[src/rtl/fdiv_ctrl.sv]
// Programmable clock divider: 50% duty clk_div, per-period tick, one-shot mode.
// A divisor write while running is held in a shadow register until the next wrap.
module fdiv_ctrl #(
  parameter int CNT_W        = 16,
  parameter int DEFAULT_HALF = 50000,
  parameter int TICK_W       = 16
) (
  input  logic              clk_100M,
  input  logic              rst_n,
  input  logic              cfg_we,
  input  logic [CNT_W-1:0]  cfg_half,
  output logic              cfg_err,
  input  logic              start,
  input  logic              stop,
  input  logic              oneshot,
  output logic              busy,
  output logic              clk_div,
  output logic              tick,
  output logic              done,
  output logic [TICK_W-1:0] tick_cnt
);

  typedef enum logic [1:0] {
    IDLE,
    RUN,
    ONCE
  } state_t;

  localparam logic [CNT_W-1:0]  HALF_RST = CNT_W'(DEFAULT_HALF);
  localparam logic [CNT_W-1:0]  CNT_ONE  = CNT_W'(1);
  localparam logic [TICK_W-1:0] TCK_ONE  = TICK_W'(1);

  state_t state, state_nx;

  logic [CNT_W-1:0]  half_reg, half_nx;
  logic [CNT_W-1:0]  shadow, shadow_nx;
  logic [CNT_W-1:0]  cnt, cnt_nx;
  logic [TICK_W-1:0] tick_cnt_nx;
  logic pending, pending_nx;
  logic clk_div_nx, tick_nx, done_nx;
  logic cfg_err_nx, busy_nx;
  logic wr_ok, wrap;

  assign wr_ok = cfg_we && (cfg_half != '0);
  assign wrap  = (cnt == half_reg - CNT_ONE);

  always_comb begin
    state_nx    = state;
    half_nx     = half_reg;
    shadow_nx   = shadow;
    pending_nx  = pending;
    cnt_nx      = cnt;
    clk_div_nx  = clk_div;
    tick_nx     = 1'b0;
    done_nx     = 1'b0;
    cfg_err_nx  = cfg_we && (cfg_half == '0);
    busy_nx     = busy;
    tick_cnt_nx = tick_cnt;
    unique case (state)
      IDLE: begin
        if (wr_ok) half_nx = cfg_half;
        if (start && !stop) begin
          state_nx    = oneshot ? ONCE : RUN;
          cnt_nx      = '0;
          clk_div_nx  = 1'b0;
          tick_cnt_nx = '0;
          busy_nx     = 1'b1;
        end
      end
      RUN, ONCE: begin
        if (stop) begin
          state_nx   = IDLE;
          cnt_nx     = '0;
          clk_div_nx = 1'b0;
          busy_nx    = 1'b0;
        end else if (wrap) begin
          cnt_nx     = '0;
          clk_div_nx = !clk_div;
          if (pending) begin
            half_nx    = shadow;
            pending_nx = 1'b0;
          end
          if (!clk_div) begin
            tick_nx     = 1'b1;
            tick_cnt_nx = tick_cnt + TCK_ONE;
          end else if (state == ONCE) begin
            done_nx  = 1'b1;
            busy_nx  = 1'b0;
            state_nx = IDLE;
          end
        end else begin
          cnt_nx = cnt + CNT_ONE;
        end
        // a write on a wrap cycle lands after the wrap's own update
        if (wr_ok) begin
          shadow_nx  = cfg_half;
          pending_nx = 1'b1;
        end
        if (state_nx == IDLE && pending_nx) begin
          half_nx    = shadow_nx;
          pending_nx = 1'b0;
        end
      end
      default: begin
        state_nx = IDLE;
        busy_nx  = 1'b0;
      end
    endcase
  end

  always_ff @(posedge clk_100M or negedge rst_n) begin
    if (!rst_n) begin
      state    <= IDLE;
      half_reg <= HALF_RST;
      shadow   <= HALF_RST;
      pending  <= 1'b0;
      cnt      <= '0;
      clk_div  <= 1'b0;
      tick     <= 1'b0;
      done     <= 1'b0;
      cfg_err  <= 1'b0;
      busy     <= 1'b0;
      tick_cnt <= '0;
    end else begin
      state    <= state_nx;
      half_reg <= half_nx;
      shadow   <= shadow_nx;
      pending  <= pending_nx;
      cnt      <= cnt_nx;
      clk_div  <= clk_div_nx;
      tick     <= tick_nx;
      done     <= done_nx;
      cfg_err  <= cfg_err_nx;
      busy     <= busy_nx;
      tick_cnt <= tick_cnt_nx;
    end
  end

endmodule

[config.mk]
export PLATFORM = sky130hd
export DESIGN_NAME = fdiv_ctrl
export DESIGN_NICKNAME = d
export VERILOG_FILES = /design/src/rtl/fdiv_ctrl.sv
export SDC_FILE = /design/constraint.sdc
export NUM_CORES = 1
export LEC_CHECK = 0
export CAP_MARGIN = 20
export CORE_ASPECT_RATIO = 1.1
export CORE_MARGIN = 3
export CORE_UTILIZATION = 30
export DETAILED_ROUTE_END_ITERATION = 8
export PLACE_DENSITY_LB_ADDON = 0.08
export SETUP_SLACK_MARGIN = 0.5
export SYNTH_ARGS = -nofsm -noshare
export SYNTH_HDL_FRONTEND = slang
export SYNTH_SLANG_ARGS = --single-unit
[constraint.sdc]
create_clock -name clk_100M -period 4.6 [get_ports clk_100M]
set_input_delay 0.69 -clock clk_100M [delete_from_list [all_inputs] [get_ports clk_100M]]
set_output_delay 0.69 -clock clk_100M [all_outputs]
set_load 0.05 [all_outputs]
==> results of run 1 <==
-- kinds of logic (layout without fill, tap and decap cells) --
kind of cell	Yosys count	in the layout
buffers and inverters	29	78
xor gates and xnor gates	30	30
and+or+nand+nor	175	175
AOI/OAI and AO/OA	57	57
adders and majority gates	7	7
DFF	72	72
muxes	53	53
-- cell usage after synthesis (7+ instances only) --
cell      number  area (um^2)
nor3_1         9         45.0
o21ai_0       12         60.1
mux2_4         8          120
and3_1         7         43.8
nand2b_1       7         43.8
mux2i_1        9         90.1
nand3b_1       8         60.1
nor4_1        10         62.6
nand3_1       25          125
or4_1         10         75.1
mux2_2        28          315
inv_1         15         56.3
a21oi_1       19         95.1
xor2_1        18          158
nor2_1        32          120
nand4_1       12         75.1
ha_1           7         87.6
xnor2_1       12          105
nand2_1       38          143
clkbuf_1      11         41.3
dfstp_2       12          315
dfrtp_1       60         1500
mux2_1         8         90.1
-- cell type report --
cell class / instances / area share, %
multi-input cells: 322 / 45.1
flip-flops and latches: 72 / 34.6
repair buffers: 47 / 8.91
clock buffers: 12 / 4.50
well taps: 188 / 4.48
inverters: 15 / 1.07
clock inverters: 4 / 1.33
-- path summary, 6_finish.rpt --
check                       startpoint      endpoint  slack (ns)  cells after the start
max in group asynchronous        rst_n          busy        3.49                      1
min                              rst_n  half_reg[11]        0.49                      1
max reg2reg                half_reg[6]   half_reg[3]        0.64                     10
max                        half_reg[6]   half_reg[3]        0.64                     10
min in group clk_100M          pending       pending        0.49                      2
min reg2reg                    pending       pending        0.49                      2
-- stage by stage --
| step | cell area [um^2] | total power, mW |
|---|---|---|
| 6_report | 5250 | 3.76 |
| 5_1_grt | 5250 | 4.04 |
| 4_1_cts | 5220 | 3.80 |
| 3_5_place_dp | 4910 | 3.02 |
| 3_3_place_gp | 4910 | 2.98 |
| 2_1_floorplan | 4290 | 2.54 |
-- repair_timing --
item | 4_1_cts | 5_1_grt
setup endpoints to repair | 14 | 15
pin swaps | 0 | 1
endpoints found under the hold margin | 0 | 0
resized for setup | 1 | 7
-- where the power goes --
group          internal [mW]  switching, mW  total (mW)  leakage, nW
Combinational          0.835           1.03        1.86         1.12
Sequential             0.904          0.248        1.15        0.891
Clock                  0.474          0.275       0.749        0.151
Total                   2.21           1.55        3.76         2.16
-- metal layers --
layer / routed length [um] / share of wire [%]
met1: 4880 / 45
met2: 5330 / 49
met3: 247 / 2.3
met4: 355 / 3.3
met5: 0 / 0
==> results.txt, run 1 <==
Clk slew on worst S/H paths -> 0.06 ns
Post-synth EDFFs -> 0
Post-synthesis mux area share -> 14.3%
Status -> completed
Vias in the first global route -> 3530
Crit Path Max Fanout -> 16
Worst Path Buf+Inv -> 1
Residual DRC -> 0
Most used DFF post-synth -> dfrtp_1
Initial Utilization -> 30.9%
# IOs -> 43
Grt peak-use layer -> met2
Die Span X -> 120 um
DRT Wirelength -> 10800 um
Ys Warns -> 0
DR iter-0 viols -> 109
Hold-fix buffers at CTS -> 0
Period utilisation layout -> 86.1%
Distinct cells, synth -> 55
Filler cells -> 1431
Crit path kind -> flip-flop to flip-flop
Via count -> 3310
Fin cells -> 660
Setup violators final -> 0
I/O Buffers -> 42
FMAX -> 252 MHz
CP top delay family -> simple AND/OR/NAND/NOR gates
# placed instances -> 644
Mapped Nets -> 452
Critical Path End Type -> flip-flop
Sequential element share of the synthesized area -> 42.3%
Slew HR -> 35.9%
Post-Synth XOR/XNOR Area -> 6.12%
Met1 usage -> 17.8%
Post-CTS setup buffers -> 0
M2 GR Usage -> 24.0%
Critical-path top delay cell -> or4_4
Area of the multi-input gates -> 2370 um^2
Syn avg cell area -> 10.1 um^2
CP Cell Sequence -> or4_4 -> or4_4 -> mux2_1 -> a311oi_1 -> nand4b_4 -> o31ai_1 -> a31o_1 -> a41oi_4 -> buf_4 -> mux2_2
Commonest non-fill, non-tap cell in the layout -> dfrtp_1
Yosys reg bits -> 72
Post-Syn Area -> 4290 um^2
Deepest clock path buffer count -> 2
Tmin final -> 3.96 ns
Synth Area in Simple Gates -> 22.0%
Final Hold Fails -> 0
DRT Pass-1 Iters -> 4
Initial antenna violation count -> 0
Detail Placement HPWL -> 7620 um
Met3 Use GR -> 2.54%
Least-Margin Pin Slew -> 0.961 ns
Post-Syn Instances -> 423
Max Slew Vio Count -> 0
CTS H-Tree Depth -> 3
FF+latch area -> 1820 um^2
Setup TNS -> 0 ns
Worst-case hold slack -> 0.494 ns
Layout cells sized above 1 -> 17.4%
First-pass GRT wire length -> 18000 um
CP Launch Type -> flip-flop
Most used cell, CP -> or4_4
CTS tree -> built
Skew-Pair Late Insertion Delay -> 0.35 ns
Asr flop ratio synth -> 100%
RSZ-0062 raised after global routing -> false
Main combinational cell family by area after synthesis -> simple AND/OR/NAND/NOR gates
Utilization after layout -> 37.8%
Pleak -> 2.16 nW
Final-stage net count -> 496
Sink Count -> 72
Worst Path Arrival -> 4.19 ns
CORE AREA -> 13900 um^2
Dpl ws -> 0.424 ns
Adder-cell share of the synthesized area -> 2.04%
GPL Wtd Cong -> 0.776
Max_cap viols -> 0
Final antenna-violating net count -> 0
Largest net degree at the start of global routing -> 73
Chip Height -> 131 um
Most frequent cells in the layout -> dfrtp_1 (60), clkdlybuf4s50_1 (41), nand2_1 (38)
# rows -> 45
Pwr dens -> 717 nW/um^2
Num CTS Buffers -> 9
Hold Path Class -> input port to async pin
Die area -> 15800 um^2
Global Route Usage Sum -> 14.6%
Worst setup margin -> 0.639 ns
Post-DR wirelength/cell -> 16.4 um
Post-synthesis compound-gate area fraction -> 10.1%
Layout area overhead -> 22.4%
Remaining Overflow, GRT -> 0
CP max stage delay -> 0.60 ns
CTS root buf -> clkbuf_16
Worst path required time -> 4.83 ns
VDD IR max -> 310 uV
Clock Skews -> 0.00799 ns
Via-per-instance ratio -> 5.02
Ant diodes -> 0
Power figures use the tool's default switching activity.
==> run 2: changes to the inputs <==
Settings changed: GPL_TIMING_DRIVEN set to 0.
==> results.txt, run 2 (synthesis gave the netlist of run 1 again) <==
Deepest clock path buffer count -> 2
Clk slew on worst S/H paths -> 0.06 ns
Post-DR wirelength/cell -> 16.3 um
Sink Count -> 72
Least-Margin Pin Slew -> 0.634 ns
Via count -> 3440
CORE AREA -> 13900 um^2
Max Slew Vio Count -> 0
CTS H-Tree Depth -> 3
VDD IR max -> 337 uV
Utilization after layout -> 39.3%
Fin cells -> 685
# rows -> 45
Final Hold Fails -> 0
Crit path kind -> flip-flop to flip-flop
Crit Path Max Fanout -> 8
Layout area overhead -> 27.5%
I/O Buffers -> 42
Via-per-instance ratio -> 5.02
Slew HR -> 57.4%
Critical-path top delay cell -> or4_4
Most frequent cells in the layout -> dfrtp_1 (59), clkdlybuf4s50_1 (41), nand2_1 (37)
FF+latch area -> 1820 um^2
Setup violators final -> 0
Initial antenna violation count -> 0
DR iter-0 viols -> 198
Die area -> 15800 um^2
Hold Path Class -> input port to async pin
GPL Wtd Cong -> 0.763
Most used cell, CP -> or4_4
CTS root buf -> clkbuf_16
CP Cell Sequence -> or4_4 -> buf_6 -> or4_4 -> mux2_4 -> a311oi_4 -> nand4b_4 -> or4_4 -> a32oi_4 -> buf_4 -> mux2_2 -> mux2_4
Setup TNS -> 0 ns
DRT Pass-1 Iters -> 4
Worst Path Arrival -> 4.29 ns
Global Route Usage Sum -> 15.1%
Largest net degree at the start of global routing -> 54
First-pass GRT wire length -> 18600 um
Layout cells sized above 1 -> 22.5%
Area of the multi-input gates -> 2440 um^2
Hold-fix buffers at CTS -> 0
Vias in the first global route -> 3506
Detail Placement HPWL -> 7980 um
CP max stage delay -> 0.58 ns
# placed instances -> 654
Max_cap viols -> 0
CTS tree -> built
Worst path required time -> 4.83 ns
Num CTS Buffers -> 9
Remaining Overflow, GRT -> 0
DRT Wirelength -> 11200 um
Commonest non-fill, non-tap cell in the layout -> dfrtp_1
Die Span X -> 120 um
CP Launch Type -> flip-flop
Final antenna-violating net count -> 0
Chip Height -> 131 um
Status -> completed
Critical Path End Type -> flip-flop
Clock Skews -> 0.00984 ns
Pwr dens -> 714 nW/um^2
Ant diodes -> 0
Filler cells -> 1389
Final-stage net count -> 521
Residual DRC -> 0
FMAX -> 246 MHz
RSZ-0062 raised after global routing -> true
Skew-Pair Late Insertion Delay -> 0.34 ns
# IOs -> 43
Initial Utilization -> 30.9%
Period utilisation layout -> 88.3%
Tmin final -> 4.06 ns
Pleak -> 2.27 nW
[run 2: metrics by stage]
step / setup WS [ns] / power (mW) / cell area (um^2) / hold WS [ns]
after global routing: 0.471 / 4.21 / 5470 / 0.241
after global placement: 0.0304 / 3.04 / 4950 / 0.481
after detailed placement: 0.221 / 3.06 / 4970 / 0.480
after CTS: 0.521 / 3.84 / 5330 / 0.231
final: 0.537 / 3.90 / 5470 / 0.231
after floorplan: 0.682 / 2.54 / 4290 / 0.394
[run 2: area by class of cell]
type                       count  share of cell area [%]
buffer                        14                    1.51
clock buffer                  11                    4.44
clock inverter                 5                   0.618
inverter                      15                    1.03
multi-input combinational    322                    44.7
sequential                    72                    33.2
tap                          188                    4.30
timing repair buffer          58                    10.2
[run 2: power breakdown]
group          internal [mW]  switching [mW]  total, mW
combinational          0.980            1.14       2.12
sequential             0.905           0.219       1.12
clock                  0.379           0.277      0.656
[run 2: path summary, 6_finish.rpt]
path / start / slack [ns] / cells after the start / endpoint
setup / recovery: half_reg[6] / 0.54 / 11 / half_reg[7]
hold / removal: rst_n / 0.23 / 1 / half_reg[11]
setup reg to reg: half_reg[6] / 0.54 / 11 / half_reg[7]
hold reg to reg: pending / 0.50 / 2 / pending
max in group asynchronous: rst_n / 3.76 / 2 / half_reg[4]
min in group clk_100M: pending / 0.50 / 2 / pending
[run 2: worst max-delay path, delay by kind of cell, from the launching register on]
family,cells,cell delay [ns]
simple gates,4,1.92
flops,1,0.38
buf+inv,2,0.35
compound gates,2,0.46
mux,3,0.83
[run 2: what timing repair did]
action | CTS | global route
setup endpoints to repair | 16 | 33
resized for setup | 5 | 22
pin swaps | 2 | 5
buffers inserted | 8 | 7
[run 2: metal layers]
layer / share of wire (%) / GRT usage (%)
met3: 3.2 / 3.40
met1: 46 / 19.5
met4: 2.0 / 5.60
met2: 49 / 24.5
met5: 0 / 0
==> run 3: changes to the inputs <==
Clock period 4.6 ns to 4 ns, I/O delays scaled along.
==> results.txt, run 3 (synthesis gave the netlist of run 1 again) <==
Sink Count -> 72
Layout cells sized above 1 -> 23.2%
Final Hold Fails -> 0
FF-to-FF End -> half_reg[11]
Utilization after layout -> 39.5%
Least-Margin Pin Slew -> 0.601 ns
Hold Path Class -> input port to async pin
DRT Pass-1 Iters -> 4
Pwr dens -> 826 nW/um^2
Placed inst area -> 5000 um^2
Largest net degree at the start of global routing -> 43
Most frequent cells in the layout -> dfrtp_1 (60), clkdlybuf4s50_1 (41), nand2_1 (37)
Die area -> 15800 um^2
Reg-to-reg startpoint -> half_reg[6]
FMAX -> 260 MHz
Vias in the first global route -> 3388
Initial Utilization -> 30.9%
Num CTS Buffers -> 9
CP Launch Type -> flip-flop
Pwr Total -> 4.54 mW
Setup violators final -> 0
CTS root buf -> clkbuf_16
Status -> completed
Worst path required time -> 4.22 ns
VDD IR max -> 334 uV
Final Cell Area -> 5490 um^2
Initial antenna violation count -> 0
CORE AREA -> 13900 um^2
Tmin final -> 3.84 ns
Crit path kind -> flip-flop to flip-flop
R2R cell count -> 11
# IOs -> 43
DR iter-0 viols -> 128
Detail Placement HPWL -> 7700 um
Clock Skews -> 0.00794 ns
Pleak -> 2.28 nW
Die Span X -> 120 um
Max_cap viols -> 0
Skew-Pair Late Insertion Delay -> 0.34 ns
First-pass GRT wire length -> 17900 um
Period utilisation layout -> 96.1%
CTS tree -> built
Commonest non-fill, non-tap cell in the layout -> dfrtp_1
Hold-fix buffers at CTS -> 0
# rows -> 45
Critical Path End Type -> flip-flop
Worst-case hold slack -> 0.200 ns
Chip Height -> 131 um
Max Slew Vio Count -> 0
RSZ-0062 raised after global routing -> true
Residual DRC -> 0
Ant diodes -> 0
Clk slew on worst S/H paths -> 0.06 ns
Worst setup path start -> half_reg[6]
Final-stage net count -> 519
DRT Wirelength -> 10800 um
Remaining Overflow, GRT -> 0
Worst setup path end -> half_reg[11]
R2R Setup Slk -> 0.16 ns
CTS H-Tree Depth -> 3
Layout area overhead -> 28.1%
Worst Path Arrival -> 4.07 ns
Slew HR -> 59.6%
Global Route Usage Sum -> 14.3%
Post-DR wirelength/cell -> 15.9 um
Deepest clock path buffer count -> 2
Crit Path Max Fanout -> 8
GPL Wtd Cong -> 0.785
Via-per-instance ratio -> 5.03
Via count -> 3433
Final antenna-violating net count -> 0
I/O Buffers -> 42
run 3: cell types whose count changed in the layout (fill, tap and decap cells not counted), moves of 2 or more:
| cell | change |
|---|---|
| buf_4 | -3 |
| buf_6 | +2 |
| clkbuf_1 | -4 |
| clkbuf_2 | +2 |
| mux2_1 | +3 |
| mux2_4 | -3 |
| nor2_1 | -2 |
| nor2_2 | +2 |
run 3: worst max-delay path, stage by stage, from the launching register on:
cell and delay, ns:
dfstp_2 0.38, or4_4 0.53, buf_6 0.15, or4_4 0.46
mux2_4 0.22, a311oi_2 0.11, nand4b_4 0.27, or4_4 0.48
a32oi_4 0.36, buf_8 0.19, mux2_4 0.31, mux2_4 0.26
run 3: how the worst min path moves through the flow:
| stage | startpoint | endpoint | slack [ns] | depth (start not counted) |
|---|---|---|---|---|
| final | rst_n | cnt[11] | 0.20 | 1 |
| after global routing | rst_n | cnt[11] | 0.22 | 1 |
| after CTS | rst_n | cnt[13] | 0.20 | 1 |
| after detailed placement | pending | pending | 0.47 | 2 |
| after global placement | pending | pending | 0.47 | 2 |
| after floorplan | rst_n | busy | 0.30 | 0 |
run 3: metal layers:
metal / vias to the layer above / track usage [%] / wire (um)
met5: - / 0 / 0
met4: 0 / 6.30 / 218
met3: 13 / 2.88 / 360
met2: 52 / 21.1 / 4880
met1: 1689 / 20.2 / 5380
li1: 1679 / - / -
run 3: timing repair:
action	4_1_cts	5_1_grt
pin swaps	2	1
cloned	0	0
gates resized for setup	10	15
endpoints found under the setup margin	43	43
setup buffers	8	5
run 3: metrics by stage:
| step | setup TNS, ns | worst slack [ns] | cells |
|---|---|---|---|
| 3_5_place_dp | -0.459 | -0.0745 | 654 |
| 6_report | 0 | 0.156 | 683 |
| 4_1_cts | 0 | 0.146 | 678 |
| 5_1_grt | 0 | 0.0622 | 683 |
| 3_3_place_gp | -28.97 | -0.482 | 653 |
| 2_1_floorplan | 0 | 0.398 | 423 |
run 3: area by class of cell:
cell class                 instances  area, um^2
fill                            1377        8410
multi-input combinational        322        2450
sequential                        72        1820
timing repair buffer              56         547
clock buffer                      10         239
tap                              188         235
buffer                            14        85.1
clock inverter                     6        67.6
inverter                          15        56.3
run 3: power by group:
part | internal [mW] | leakage, nW | switching [mW] | total, mW
logic | 1.11 | 1.24 | 1.32 | 2.43
clock network | 0.502 | 0.145 | 0.324 | 0.826
registers | 1.04 | 0.891 | 0.241 | 1.28
